**config.mk**
```make
export PLATFORM = sky130hd
export DESIGN_NAME = z80_cache_ctl
export DESIGN_NICKNAME = d
export VERILOG_FILES = /design/src/rtl/z80db_pkg.sv /design/src/rtl/z80_sync_edge.sv /design/src/rtl/z80_cache_ctl.sv
export SDC_FILE = /design/constraint.sdc
export NUM_CORES = 1
export LEC_CHECK = 0
export ABC_AREA = 1
export BUFFER_PORTS_ARGS = -buffer_cell sky130_fd_sc_hd__buf_2
export CORE_UTILIZATION = 50
export DETAILED_ROUTE_END_ITERATION = 16
export GPL_TIMING_DRIVEN = 1
export PLACE_DENSITY = 0.78
export SKIP_CTS_REPAIR_TIMING = 1
export SLEW_MARGIN = 20
export SYNTH_ARGS = -nofsm -noshare
export SYNTH_HDL_FRONTEND = slang
export SYNTH_SLANG_ARGS = --single-unit
```
**constraint.sdc**
```tcl
create_clock -name clk -period 1.63 [get_ports clk]
set_input_delay 0.0815 -clock clk [delete_from_list [all_inputs] [get_ports clk]]
set_output_delay 0.0815 -clock clk [all_outputs]
set_load 0.03 [all_outputs]
```
**src/rtl/z80db_pkg.sv**
```systemverilog
// Shared types and constants for the Z80 debug-board cache controller.
// Holds the FSM state encoding, default port addresses and control-bit indices.
package z80db_pkg;

   typedef enum logic [1:0] {
      ST_ROM     = 2'b00,
      ST_ARM_ON  = 2'b01,
      ST_CACHE   = 2'b10,
      ST_ARM_OFF = 2'b11
   } state_t;

   localparam logic [7:0] DEF_CTRL_PORT = 8'hFB;
   localparam logic [7:0] DEF_PAGE_PORT = 8'hFD;

   localparam int CTL_EN = 0;
   localparam int CTL_WP = 1;

endpackage

```
**src/rtl/z80_sync_edge.sv**
```systemverilog
// Multi-stage synchroniser for one active-low Z80 strobe, with edge pulses.
// Ports: i_clk, i_rst_n, i_d (raw) -> o_q (synced), o_rise, o_fall (1-clk pulses).
module z80_sync_edge #(
   parameter int STAGES = 2
) (
   input  logic i_clk,
   input  logic i_rst_n,
   input  logic i_d,
   output logic o_q,
   output logic o_rise,
   output logic o_fall
);

   logic [STAGES-1:0] r_sync;
   logic              r_prev;

   // Flops reset to 1 so an idle strobe produces no edge after reset.
   always_ff @(posedge i_clk or negedge i_rst_n) begin
      if (!i_rst_n) begin
         r_sync <= '1;
         r_prev <= 1'b1;
      end else begin
         r_sync <= {r_sync[STAGES-2:0], i_d};
         r_prev <= r_sync[STAGES-1];
      end
   end

   assign o_q    = r_sync[STAGES-1];
   assign o_rise = o_q & ~r_prev;
   assign o_fall = ~o_q & r_prev;

endmodule

```
**src/rtl/z80_cache_ctl.sv**
```systemverilog
// Z80 debug-board cache/ROM-block controller: paging + control ports, SRAM strobes.
// Ports: Z80 bus in (mreq_n..d_in), readback d_out/d_oe, SRAM moe/mwe/mce/mbank, romblk, cache_on.
module z80_cache_ctl
   import z80db_pkg::*;
#(
   parameter int         BANK_W         = 1,
   parameter logic [7:0] CTRL_PORT      = DEF_CTRL_PORT,
   parameter logic [7:0] PAGE_PORT      = DEF_PAGE_PORT,
   parameter bit         CACHE_ON_RESET = 1'b0,
   parameter int         SYNC_STAGES    = 2
) (
   input  logic              clk,
   input  logic              reset,
   input  logic              mreq_n,
   input  logic              iorq_n,
   input  logic              rd_n,
   input  logic              wr_n,
   input  logic [7:0]        a,
   input  logic              a14,
   input  logic              a15,
   input  logic [7:0]        d_in,
   output logic [7:0]        d_out,
   output logic              d_oe,
   input  logic              bsrq,
   input  logic              jump,
   output logic              moe,
   output logic              mwe,
   output logic              mce,
   output logic [BANK_W-1:0] mbank,
   output logic              romblk,
   output logic              cache_on
);

   localparam state_t RST_ST = CACHE_ON_RESET ? ST_CACHE : ST_ROM;

   logic w_iorq_s, w_iorq_rise, w_iorq_fall;
   logic w_rd_s, w_rd_rise, w_rd_fall;
   logic w_wr_s, w_wr_rise, w_wr_fall;
   logic w_mreq_s, w_mreq_rise, w_mreq_fall;

   z80_sync_edge #(.STAGES(SYNC_STAGES)) u_sync_iorq (
      .i_clk(clk), .i_rst_n(reset), .i_d(iorq_n),
      .o_q(w_iorq_s), .o_rise(w_iorq_rise), .o_fall(w_iorq_fall)
   );

   z80_sync_edge #(.STAGES(SYNC_STAGES)) u_sync_rd (
      .i_clk(clk), .i_rst_n(reset), .i_d(rd_n),
      .o_q(w_rd_s), .o_rise(w_rd_rise), .o_fall(w_rd_fall)
   );

   z80_sync_edge #(.STAGES(SYNC_STAGES)) u_sync_wr (
      .i_clk(clk), .i_rst_n(reset), .i_d(wr_n),
      .o_q(w_wr_s), .o_rise(w_wr_rise), .o_fall(w_wr_fall)
   );

   z80_sync_edge #(.STAGES(SYNC_STAGES)) u_sync_mreq (
      .i_clk(clk), .i_rst_n(reset), .i_d(mreq_n),
      .o_q(w_mreq_s), .o_rise(w_mreq_rise), .o_fall(w_mreq_fall)
   );

   logic w_iowr_s, w_iord_s;
   logic w_iowr_rise, w_iowr_fall;
   logic w_hit_page, w_hit_ctrl;
   logic w_en;
   logic w_unused;

   logic       r_iowr_d;
   logic       r_hit_page;
   logic       r_hit_ctrl;
   logic [7:0] r_data;
   logic [7:0] r_page;
   logic       r_wp;
   state_t     r_state;

   assign w_iowr_s    = w_iorq_s | w_wr_s;
   assign w_iord_s    = w_iorq_s | w_rd_s;
   assign w_iowr_rise = w_iowr_s & ~r_iowr_d;
   assign w_iowr_fall = ~w_iowr_s & r_iowr_d;

   // Read-side and per-strobe edges are not needed by the datapath.
   assign w_unused = &{w_iord_s, w_iorq_rise, w_iorq_fall,
                       w_rd_rise, w_rd_fall, w_wr_rise,
                       w_wr_fall, w_mreq_fall, r_page};

   assign w_hit_page = (a == PAGE_PORT) & ~a15 & a14;
   assign w_hit_ctrl = (a == CTRL_PORT);
   assign w_en       = r_data[CTL_EN];

   always_ff @(posedge clk or negedge reset) begin
      if (!reset) begin
         r_iowr_d   <= 1'b1;
         r_hit_page <= 1'b0;
         r_hit_ctrl <= 1'b0;
         r_data     <= 8'h00;
         r_page     <= 8'h00;
         r_wp       <= 1'b0;
         r_state    <= RST_ST;
      end else begin
         r_iowr_d <= w_iowr_s;
         // Latch address decode and data at the start of the write.
         if (w_iowr_fall) begin
            r_hit_page <= w_hit_page;
            r_hit_ctrl <= w_hit_ctrl;
            r_data     <= d_in;
         end
         if (w_iowr_rise && r_hit_page)
            r_page <= r_data;
         // A control write takes priority over a pending mreq-edge switch.
         if (w_iowr_rise && r_hit_ctrl) begin
            r_wp <= r_data[CTL_WP];
            case (r_state)
               ST_ROM:     if (w_en)  r_state <= ST_ARM_ON;
               ST_ARM_ON:  if (!w_en) r_state <= ST_ROM;
               ST_CACHE:   if (!w_en) r_state <= ST_ARM_OFF;
               ST_ARM_OFF: if (w_en)  r_state <= ST_CACHE;
               default:    r_state <= RST_ST;
            endcase
         end else if (w_mreq_rise) begin
            // Switch only between memory cycles.
            if (r_state == ST_ARM_ON)
               r_state <= ST_CACHE;
            else if (r_state == ST_ARM_OFF)
               r_state <= ST_ROM;
         end
      end
   end

   logic       w_low16k;
   logic [1:0] w_st;

   assign w_st     = r_state;
   assign cache_on = ((r_state == ST_CACHE) | (r_state == ST_ARM_OFF)) ^ jump;
   assign w_low16k = ~a14 & ~a15 & ~mreq_n;
   assign mce      = ~(w_low16k & (~bsrq | cache_on));
   assign moe      = mce | rd_n;
   assign mwe      = mce | wr_n | (r_wp & bsrq & cache_on);
   assign romblk   = cache_on | ~bsrq;
   assign mbank    = r_page[4 +: BANK_W];

   // Gated by reset so readback stays quiet while reset is held.
   assign d_oe  = reset & ~iorq_n & ~rd_n & (w_hit_page | w_hit_ctrl);
   assign d_out = !d_oe      ? 8'h00 :
                  w_hit_page ? r_page :
                               {4'b0000, w_st, r_wp, cache_on};

endmodule

```
# --- Yosys cells after proc, flatten, opt, wreduce, memory -nomap -nowiden ---
# Cells that the tools add are included.
word_totals:
  romBits: 0
  n_memories: 0
  ram_bits: 0
  in_bits: 26
  out_inout_bits: 15
  elab_cells: 68
  register_bits: 29
  latchBits: 0
classes:
  n_mux: 11
  mul: 0
  div_mod_pow: 0
  n_shift: 0
  reduce_logical: 6
  n_eq_ne: 9
  bitwise: 31
  n_lt_le_gt_ge: 0
  n_addsub: 0
ops:
  columns: ["cell", "count"]
  rows:
  - ["$eq 8x8->1 const B", 2]
  - ["$mux 2", 8]
  - ["$mux 8", 2]
  - ["$and 1x1->1", 13]
  - ["$ne 3x3->1 const B", 4]
  - ["$not 1->1", 10]
  - ["$pmux 2 s4", 1]
  - ["$or 1x1->1", 7]
  - ["$reduce_and 6->1", 1]
  - ["$eq 2x2->1 const B", 2]
  - ["$reduce_bool 3->1", 1]
  - ["$eq 2x1->1 const B", 1]
  - ["$logic_and 1x1->1", 2]
  - ["$logic_not 2->1", 1]
  - ["$reduce_bool 2->1", 1]
  - ["$xor 1x1->1", 1]

# --- Longest topological paths before layout ---
depth:
  depth_word: 8
  depth_mapped: 8
  ltp_nobuf: 8

# --- Hierarchy ---
# Synthesis repeated with hierarchy kept, for this count alone.
hier_totals:
  hier_cells: 165
  area_unflattened_um2: 1420.1
modules_own_cells:
  columns: ["mod", "instances", "area_each_um2", "seq_area_each_um2", "cells_each"]
  rows:
  - ["z80_cache_ctl", 1, 1138.6, 551.8, 144]
  - ["z80_sync_edge", 3, 93.8, 78.8, 7]

# --- Worst setup path after synthesis ---
# Ideal clock, no wire load.
synth_timing:
  path_type: "flip-flop to output port"
  startpoint: "reg r_state[1]"
  endpoint: "out d_out[0]"
  stages_incl_launch_ff: 7
  slack_ps: -122
  required_ps: 1548
  arrival_ps: 1671
  n_path_buf: 1
  path_cell_list: "dfrtp_1 clkbuf_2 xor2_1 nand2_1 nand2_1 inv_1 nor2_1"
synth_between:
  elab_chain_cells: 5
  word_cells_on_any_way: 6
  classes_between: "2 x eq/ne; 2 x mux; 2 x bitwise"
synth_rtl:
  columns: ["item", "line", "source"]
  rows:
  - ["from (decl)", "z80_cache_ctl.sv:73", "state_t r_state;"]
  - ["from (signal assigned)", "z80_cache_ctl.sv:97", "r_state <= RST_ST;"]
  - ["from (signal assigned)", "z80_cache_ctl.sv:112", "ST_ROM: if (w_en) r_state <= ST_ARM_ON;"]
  - ["from (signal assigned)", "z80_cache_ctl.sv:113", "ST_ARM_ON: if (!w_en) r_state <= ST_ROM;"]
  - ["$eq 2x2->1", "z80_cache_ctl.sv:132", "assign cache_on = ((r_state == ST_CACHE) | (r_state == ST_ARM_OFF)) ^ jump;"]
  - ["$or 1x1->1 (*)", "z80_cache_ctl.sv:132", null]
  - ["$xor 1x1->1 (*)", "z80_cache_ctl.sv:132", null]
  - ["net cache_on", "z80_cache_ctl.sv:31", "output logic cache_on"]
  - ["$mux 8 (*)", "z80_cache_ctl.sv:143", "w_hit_page ? r_page :"]
  - ["$mux 8 (*)", "z80_cache_ctl.sv:142", "assign d_out = !d_oe ? 8'h00 :"]
  - ["to (decl)", "z80_cache_ctl.sv:22", "output logic [7:0] d_out,"]
# Mark *: on every way through the listed nets, which the timed path passes. The rest lies on a longest branch.

# --- Final worst setup path ---
layout_timing:
  startpoint: "reg r_state[1]"
  endpoint: "out d_out[0]"
layout_between:
  elab_chain_cells: 5
  word_cells_on_any_way: 6
  classes_between: "2 x eq/ne; 2 x mux; 2 x bitwise"
layout_rtl:
  columns: ["item", "line"]
  rows:
  - ["$eq 2x2->1", "z80_cache_ctl.sv:132"]
  - ["$or 1x1->1 (*)", "z80_cache_ctl.sv:132"]
  - ["$xor 1x1->1 (*)", "z80_cache_ctl.sv:132"]
  - ["$mux 8 (*)", "z80_cache_ctl.sv:143"]
  - ["$mux 8 (*)", "z80_cache_ctl.sv:142"]
# Mark *: on every way between the ends. The rest lies on a longest branch, timed or not.

==> run metrics <==
worst rel slew slack between 60% and 70%; placed cell area 0.00158 sq mm; DIE HEIGHT around 54 um; Crit Path Class flip-flop to output pin; Routed wire per std cell between 10 and 15 um; Detail Route Antenna Nets 0; Core Area 0.00252 sq mm; P_leak 0.957 nW; clock latency at the later pin of the worst-skew pair 0.33 ns; diode count 0; clock buffer depth 2; CTS tree yes; part of the cycle the worst path needs a little over nine tenths; status finished, violations left; Mapped Cells between 150 and 200; DR WL met3 between 100 and 150 um; maximum VDD drop ~0.76 mV; Die W approximately 54 um; vias in the first global route roughly 1,000; site row count 18; minimum clock period between 1.5 and 2 ns; Worst-path clk slew roughly 0.09 ns; Hold WS -0.0184 ns; H-Tree Level Count 2; Final Cell Area 0.00177 sq mm; Root Driver clkbuf_4; buffers added on ports 40; top layer in use met4; syn_area_per_cell approximately 8.6 sq um; f_max 0.643 GHz; Mapped Area ~0.0014 sq mm; Placed Cells around 230; FF-to-FF End r_page[0]; Initial Util 54.0%; Initial DRC Count 17; largest net degree at the start of global routing 30; post-synthesis sequential area ratio 54.0%; placer congestion estimate between 0.8 and 0.9; die area between 0.002 and 0.003 sq mm; drc violations 0; failing checks negative hold slack; CP endpoint kind output pin; area of the multi-input gates 510 sq um; GR Overflow Total 0; Final Max Tran Viols 0; CTS Sinks 29; most frequent cells in the layout 38 x buf_2, 37 x nand2_1, 26 x inv_1; Vias between 1,000 and 1,500; TritonCTS Buffers 5; synth unique cells 21; initial antenna violation count 0; Layout fillers 207; post-detail-place hpwl 2010 um; commonest non-fill, non-tap cell in the layout buf_2; wl on met1 around 1300 um; wirelength, routed about 2900 um; worst-margin pin slew ~0.47 ns; critical path startpoint r_state[1]; layout overhead on the synthesized area 30.1%; Final Core Density a little over two thirds; non-filler cells, final around 250; pwr dens between 1000 and 1500 mW/mm^2; NumNets Final 241; R2R cell count 3; routed vias/inst about 4.9; Final Hold Viols 1; met2 routed wirelength roughly 1400 um; Total GRT Usage a little over a fifth; Ys Warns 0; Pre-antenna DRT Iters 4; Worst Setup EP d_out[0]; clk_skew about 0.012 ns; global-route wire length before repair around 4100 um; final setup vio count 0; area occupied by registers approximately 740 sq um; Hold Path Class primary input to flip-flop; Max Cap Viol 0; post-synth net total between 150 and 200; Setup crit start kind flip-flop; layout cells sized above 1 roughly a third; flops & latches, synth 29; hold path depth 3; worst path required time 1.55 ns; Ports 41; CP Max Fanout 5; beginning of the worst register-to-register path u_sync_iorq.r_sync[1]; FF-to-FF setup slack approximately 0.26 ns; worst path arrival time about 1.5 ns
## cell type report
class / instances / area share [%]
clock inverter: 2 / 0.565
timing repair buffer: 54 / 19.1
multi-input combinational: 99 / 28.8
clock buffer: 6 / 2.33
inverter: 26 / 5.51
sequential: 29 / 41.6
tap: 30 / 2.12
## flip-flops by register name, indices dropped and copies added (netlist names), 2 cells and up
register            cells
r_state                 2
u_sync_mreq.r_sync      2
r_data                  8
r_page                  8
u_sync_iorq.r_sync      2
u_sync_wr.r_sync        2
## worst max-delay path, stage by stage (launching register included)
cell and delay [ns]:
dfrtp_2 0.47, xor2_2 0.24, nand2_1 0.08, nand2_1 0.06, inv_1 0.04, nor2_1 0.08
clkbuf_4 0.19
## synthesized netlist by cell type
master | n | area, sq um
clkbuf_2 | 1 | 5.00
nand2_1 | 38 | 143
buf_6 | 2 | 22.5
nor2_1 | 22 | 82.6
nor2_4 | 1 | 11.3
nand4_1 | 6 | 37.5
dfstp_2 | 8 | 210
inv_1 | 26 | 97.6
a21oi_1 | 1 | 5.00
a21oi_2 | 8 | 70.1
or2_4 | 2 | 17.5
nand3_2 | 1 | 10.0
xor2_1 | 1 | 8.76
nor3_1 | 1 | 5.00
o21ai_2 | 2 | 17.5
o21ai_0 | 9 | 45.0
xnor2_1 | 1 | 8.76
a31oi_1 | 1 | 6.26
nand3_1 | 5 | 25.0
buf_4 | 1 | 7.51
dfrtp_1 | 21 | 526
## how the worst min path moves through the flow
stage,start,endpoint,slack [ns]
2_1_floorplan,reset,r_data[0],-0.21
3_3_place_gp,reset,r_state[1],0.11
3_5_place_dp,reset,r_state[1],0.12
4_1_cts,reset,r_page[6],-0.24
5_1_grt,d_in[2],r_data[2],0.008
6_report,d_in[2],r_data[2],-0.02
## where the power goes
group | total (mW) | internal (mW) | switching, mW
clock network | 0.408 | 0.164 | 0.244
logic | 0.483 | 0.207 | 0.277
registers | 0.934 | 0.849 | 0.0857
## cell families after synthesis
| family | synth area share (%) |
|---|---|
| and+or+nand+nor | 24.4 |
| AOI/OAI and AO/OA | 10.6 |
| buffers and inverters | 9.74 |
| xor gates and xnor gates | 1.29 |
| DFF | 54.0 |
## metal layers
layer / vias to the layer above / global-route usage, %
li1: 600 / -
met1: 554 / 23.2
met2: 36 / 33.3
met3: 6 / 9.60
met4: 0 / 11.1
met5: - / 0
## per-stage QoR
step	hold WS, ns	TNS, ns	total power [mW]	setup slack (ns)
2_1_floorplan	-0.214	0	1.23	0.0218
3_3_place_gp	0.114	0	1.33	0.328
3_5_place_dp	0.125	0	1.35	0.259
4_1_cts	-0.238	0	1.76	0.00900
5_1_grt	0.00767	-0.0144	1.94	-0.00561
6_report	-0.0184	0	1.83	0.0742
Power figures use the tool's default switching activity.
